[src/rtl/uart_mode_ctrl.sv]
// Switch synchroniser/debouncer plus CFG/PEND/RUN mode FSM selecting the UART baud index and data direction.
// Build macro UART_MODE_DEBOUNCE_EN enables the per-bit debouncers; without it the synchroniser output is used directly.
module uart_mode_ctrl #(
    parameter int SW_W       = 10,
    parameter int BAUD_W     = 2,
    parameter int DEB_CYCLES = 16,
    parameter int BAUD_RESET = 1
) (
    input  logic              src_clk,
    input  logic              rst_n,
    input  logic [SW_W-1:0]   Switches,
    input  logic              uart_busy,
    output logic [BAUD_W-1:0] baud_sel,
    output logic              baud_update,
    output logic              data_dir,
    output logic              mode,
    output logic              pending
);

    if (SW_W <= BAUD_W) begin : gBadSwW
        $error("uart_mode_ctrl: SW_W must be greater than BAUD_W");
    end
    if (DEB_CYCLES < 2) begin : gBadDeb
        $error("uart_mode_ctrl: DEB_CYCLES must be at least 2");
    end
    if (BAUD_RESET < 0 || BAUD_RESET >= (1 << BAUD_W)) begin : gBadBaud
        $error("uart_mode_ctrl: BAUD_RESET does not fit in BAUD_W bits");
    end

    typedef enum logic [1:0] {
        CFG  = 2'd0,
        PEND = 2'd1,
        RUN  = 2'd2
    } stateE;

    logic [SW_W-1:0]   swMeta;
    logic [SW_W-1:0]   swSync;
    logic [SW_W-1:0]   swDeb;
    logic [BAUD_W-1:0] req;
    logic [BAUD_W-1:0] baudNext;
    logic              updNext;
    logic              dirNext;
    stateE             state;
    stateE             stateNext;

    always_ff @(posedge src_clk or negedge rst_n) begin
        if (!rst_n) begin
            swMeta <= '0;
            swSync <= '0;
        end else begin
            swMeta <= Switches;
            swSync <= swMeta;
        end
    end

`ifdef UART_MODE_DEBOUNCE_EN
    localparam int CNT_W = $clog2(DEB_CYCLES);

    // Each bit flips only after DEB_CYCLES consecutive samples disagree with it.
    for (genvar i = 0; i < SW_W; i++) begin : gDeb
        logic             stable;
        logic [CNT_W-1:0] cnt;

        always_ff @(posedge src_clk or negedge rst_n) begin
            if (!rst_n) begin
                stable <= 1'b0;
                cnt    <= '0;
            end else if (swSync[i] == stable) begin
                cnt <= '0;
            end else if (cnt == CNT_W'(DEB_CYCLES - 1)) begin
                stable <= ~stable;
                cnt    <= '0;
            end else begin
                cnt <= cnt + CNT_W'(1);
            end
        end

        assign swDeb[i] = stable;
    end
`else
    assign swDeb = swSync;
`endif

    if (SW_W > BAUD_W + 1) begin : gUnused
        logic unusedSw;
        assign unusedSw = ^swDeb[SW_W-1:BAUD_W+1];
    end

    assign req = swDeb[BAUD_W:1];

    // SW[0] going high always wins over a baud change in the same cycle.
    always_comb begin
        stateNext = state;
        baudNext  = baud_sel;
        updNext   = 1'b0;
        unique case (state)
            CFG: begin
                if (swDeb[0]) begin
                    stateNext = RUN;
                end else if (req != baud_sel) begin
                    if (uart_busy) begin
                        stateNext = PEND;
                    end else begin
                        baudNext = req;
                        updNext  = 1'b1;
                    end
                end
            end
            PEND: begin
                if (swDeb[0]) begin
                    stateNext = RUN;
                end else if (req == baud_sel) begin
                    stateNext = CFG;
                end else if (!uart_busy) begin
                    baudNext  = req;
                    updNext   = 1'b1;
                    stateNext = CFG;
                end
            end
            RUN: begin
                if (!swDeb[0]) begin
                    stateNext = CFG;
                end
            end
            default: stateNext = CFG;
        endcase
        dirNext = (stateNext == RUN) ? swDeb[1] : 1'b0;
    end

    always_ff @(posedge src_clk or negedge rst_n) begin
        if (!rst_n) begin
            state       <= CFG;
            baud_sel    <= BAUD_W'(BAUD_RESET);
            baud_update <= 1'b0;
            data_dir    <= 1'b0;
        end else begin
            state       <= stateNext;
            baud_sel    <= baudNext;
            baud_update <= updNext;
            data_dir    <= dirNext;
        end
    end

    assign mode    = (state == RUN);
    assign pending = (state == PEND);

endmodule
[config.mk]
export PLATFORM = sky130hd
export DESIGN_NAME = uart_mode_ctrl
export DESIGN_NICKNAME = d
export VERILOG_FILES = /design/src/rtl/uart_mode_ctrl.sv
export SDC_FILE = /design/constraint.sdc
export NUM_CORES = 1
export LEC_CHECK = 0
export CAP_MARGIN = 20
export CORE_AREA = 3 3 40 42
export CTS_BUF_LIST = sky130_fd_sc_hd__clkbuf_8 sky130_fd_sc_hd__clkbuf_16
export DETAILED_ROUTE_END_ITERATION = 7
export DIE_AREA = 0 0 43 45
export HOLD_SLACK_MARGIN = 0.1
export PLACE_DENSITY = 0.58
export SKIP_LAST_GASP = 1
export SLEW_MARGIN = 20
export SYNTH_ARGS = -nofsm -noshare
export SYNTH_HDL_FRONTEND = slang
export SYNTH_SLANG_ARGS = --single-unit
[constraint.sdc]
create_clock -name src_clk -period 1.6 [get_ports src_clk]
set_input_delay 0.24 -clock src_clk [delete_from_list [all_inputs] [get_ports src_clk]]
set_output_delay 0.24 -clock src_clk [all_outputs]
set_load 0.005 [all_outputs]
==> key figures <==
Cells and area
  – Commonest non-fill, non-tap cells in the layout: dfrtp_1 (11), clkdlybuf4s50_1 (11), clkbuf_8 (4)
  – Fillers: 115
  – Area Overhead vs Synth: 47.2%
  – Post-layout util: 46.4%
  – Final net count: 54
  – Share of post-route cells with drive strength above 1: roughly 28%
  – Diode count: 0

Clock network
  – CTS tree: built
  – Clock root cell: clkbuf_8
  – CTS Hold Buffers Added: 0
  – CTS resizes: 0
  – CTS HTree Levels: 1
  – CTS Sinks: 12
  – Deepest clock path buffer count: 2
  – Worst-Skew Late Latency: between 0.2 and 0.25 ns
  – CTS Buf Count: 3
  – CTS clk-pin slew, worst paths: around 0.050 ns

Critical path
  – Slowest-stage cell, CP: dfstp_2
  – Crit Path Class: register to primary output
  – Critical R2R Capture: baud_sel[1]
  – Reg2Reg Depth: 2
  – Flop-to-flop setup slack: 0.45 ns
  – Critical-path cell list: clkdlybuf4s50_1
  – CP top delay family: flip-flops
  – WP data required: ~1.4 ns
  – Reg2reg start: swDeb[0]
  – Buf/Inv on CP: 1
  – Setup crit end kind: primary output
  – WP data arrival: 1.28 ns
  – CP Max Fanout: 3
  – Crit start category: register
  – CP max stage delay: ~0.54 ns

Die
  – Core ar.: 0.00128 mm^2
  – Die Y: 45 um
  – I/O pins: 19
  – Initial Util: 31.5%
  – Std cell rows: 13
  – Die ar.: 0.00194 mm^2
  – Die Wd: 43 um

STA
  – Hold Fails Final Rpt: 0
  – RSZ-0062 raised after global routing: false
  – Period minus WS final: 1.52 ns
  – Worst slew pin tran: 0.499 ns
  – Slew margin rel.: 66.6%
  – Setup Skew: 0.000487 ns
  – Max Clk Rate: around 0.66 GHz
  – Total negative setup slack: 0 ns
  – Final slew viol count: 0
  – Setup violations, final: 0
  – Final worst path period share: between 90% and 100%

Routing
  – DRC violations left: 0
  – Final ANT Viol Nets: 0
  – Vias: approximately 250
  – Post-Route WL: 574 um
  – Vias per cell: ~4.5
  – Drt first pass iters: 4
  – DR iter-0 viols: 6
  – Routed WL per cell: 10.4 um

Synth
  – Post-synthesis xor/xnor area fraction: 4.32%
  – FF+latch count, synth: 12
  – Post-Synth Simple-Gate Area: about 7.4%
  – Synthesized area: 405 um^2
  – Synth cell types: 10
  – Area contributors post-synth: dfrtp_1 (68%), dfstp_2 (6.5%), mux2_2 (5.6%)
  – Post-Syn Instances: 24
  – Yosys top cell by area: dfrtp_1
  – Complex-gate fraction of the synthesized area: 7.41%
  – Sequential-to-total area share from yosys stat: 74.4%
  – Mux contribution to synthesized area: 5.56%
  – Post-synth top area share: 67.9%
  – Net Count, Synth: 37
  – Syn Area/Cell: ~17 um^2
  – Main combinational cell family by area after synthesis: compound AO/OA/AOI/OAI gates
  – Adder-cell share of the synthesized area: 0%
  – Yosys Warn Count: 0

Power and ir drop
  – Pwr dens: 1270 mW/mm^2
  – Leakage Power: 0.000252 uW
  – Peak supply drop: 658 uV

Global routing
  – Final global-route overflow total: 0
  – Vias in the first global route: 248
  – Total global-route track usage: 7.71%
  – Largest net degree at the start of global routing: 13
  – Initial antenna violation count: 0
  – First-pass GRT wire length: 1010 um

Hold path
  – Worst Hold Class: input pin to async pin

Run
  – Max-cap violations: 0

Status
  – Status: complete, no violations

Place
  – Number of I/O port buffers: 11
  – Placer Congestion: 0.595
[routing by layer]
layer	GRT usage (%)	vias to the layer above	routed length, um
met5	0	-	0
met4	7.23	0	8
met3	3.59	2	56
met2	11.4	11	279
met1	8.12	121	229
li1	-	112	-
[state kept, by name (all words and copies together), names as in the netlist]
register     count
swMeta           3
swDeb            3
baud_sel         2
baud_update      1
state            2
data_dir         1
[stage by stage]
stage	cell area (um^2)	hold WS [ns]	setup WS (ns)	power, uW	cells
4_1_cts	589	0.346	0.0406	769	54
2_1_floorplan	405	-0.0556	0.518	388	24
3_5_place_dp	534	0.335	0.175	445	50
3_3_place_gp	534	0.333	0.181	443	50
6_report	597	0.345	0.0844	756	55
5_1_grt	597	0.351	0.0116	801	55
[how the worst max path moves through the flow]
stage | from | to | cells past startpoint
finish | baud_sel[0] | baud_sel[0] | 1
global route | state[1] | pending | 2
CTS | state[1] | mode | 2
detailed placement | uart_busy | baud_sel[1] | 3
global placement | uart_busy | baud_sel[1] | 3
floorplan | swDeb[0] | baud_sel[1] | 2
[synth_stat cells]
cell       instances
inv_1              1
xnor2_1            2
dfrtp_1           11
a2111oi_2          1
and2_2             1
a21boi_0           2
nor3_2             1
dfstp_2            1
nor2b_1            2
mux2_2             2
[area by class of cell]
type                            count  area [um^2]  share of cell area [%]
Sequential cell                    12          302                    50.5
Timing Repair Buffer               12          118                    19.7
Multi-Input combinational cell     11          100                    16.8
Clock buffer                        4         55.1                    9.22
Tap cell                           15         18.8                    3.14
Inverter                            1         3.75                   0.629
[logic make-up after synthesis]
| logic type | after synthesis |
|---|---|
| flip-flops | 12 |
| multiplexers | 2 |
| AND/OR/NAND/NOR | 4 |
| XOR/XNOR | 2 |
| AO/OA/AOI/OAI | 3 |
| buffers and inverters | 1 |
[report_power, final]
group | leakage [uW] | total (uW) | switching [uW] | internal [uW]
clock network | 0.0000288 | 315 | 99.1 | 216
registers | 0.000144 | 348 | 16.2 | 332
logic | 0.0000792 | 92.0 | 31.0 | 61.1
total | 0.000252 | 756 | 146 | 609
[timing repair]
action	in CTS	in global routing
setup buffers	0	1
endpoints found under the setup margin	0	1
hold endpoints to repair	0	0
Note: power is estimated with default switching activity, not from simulation.
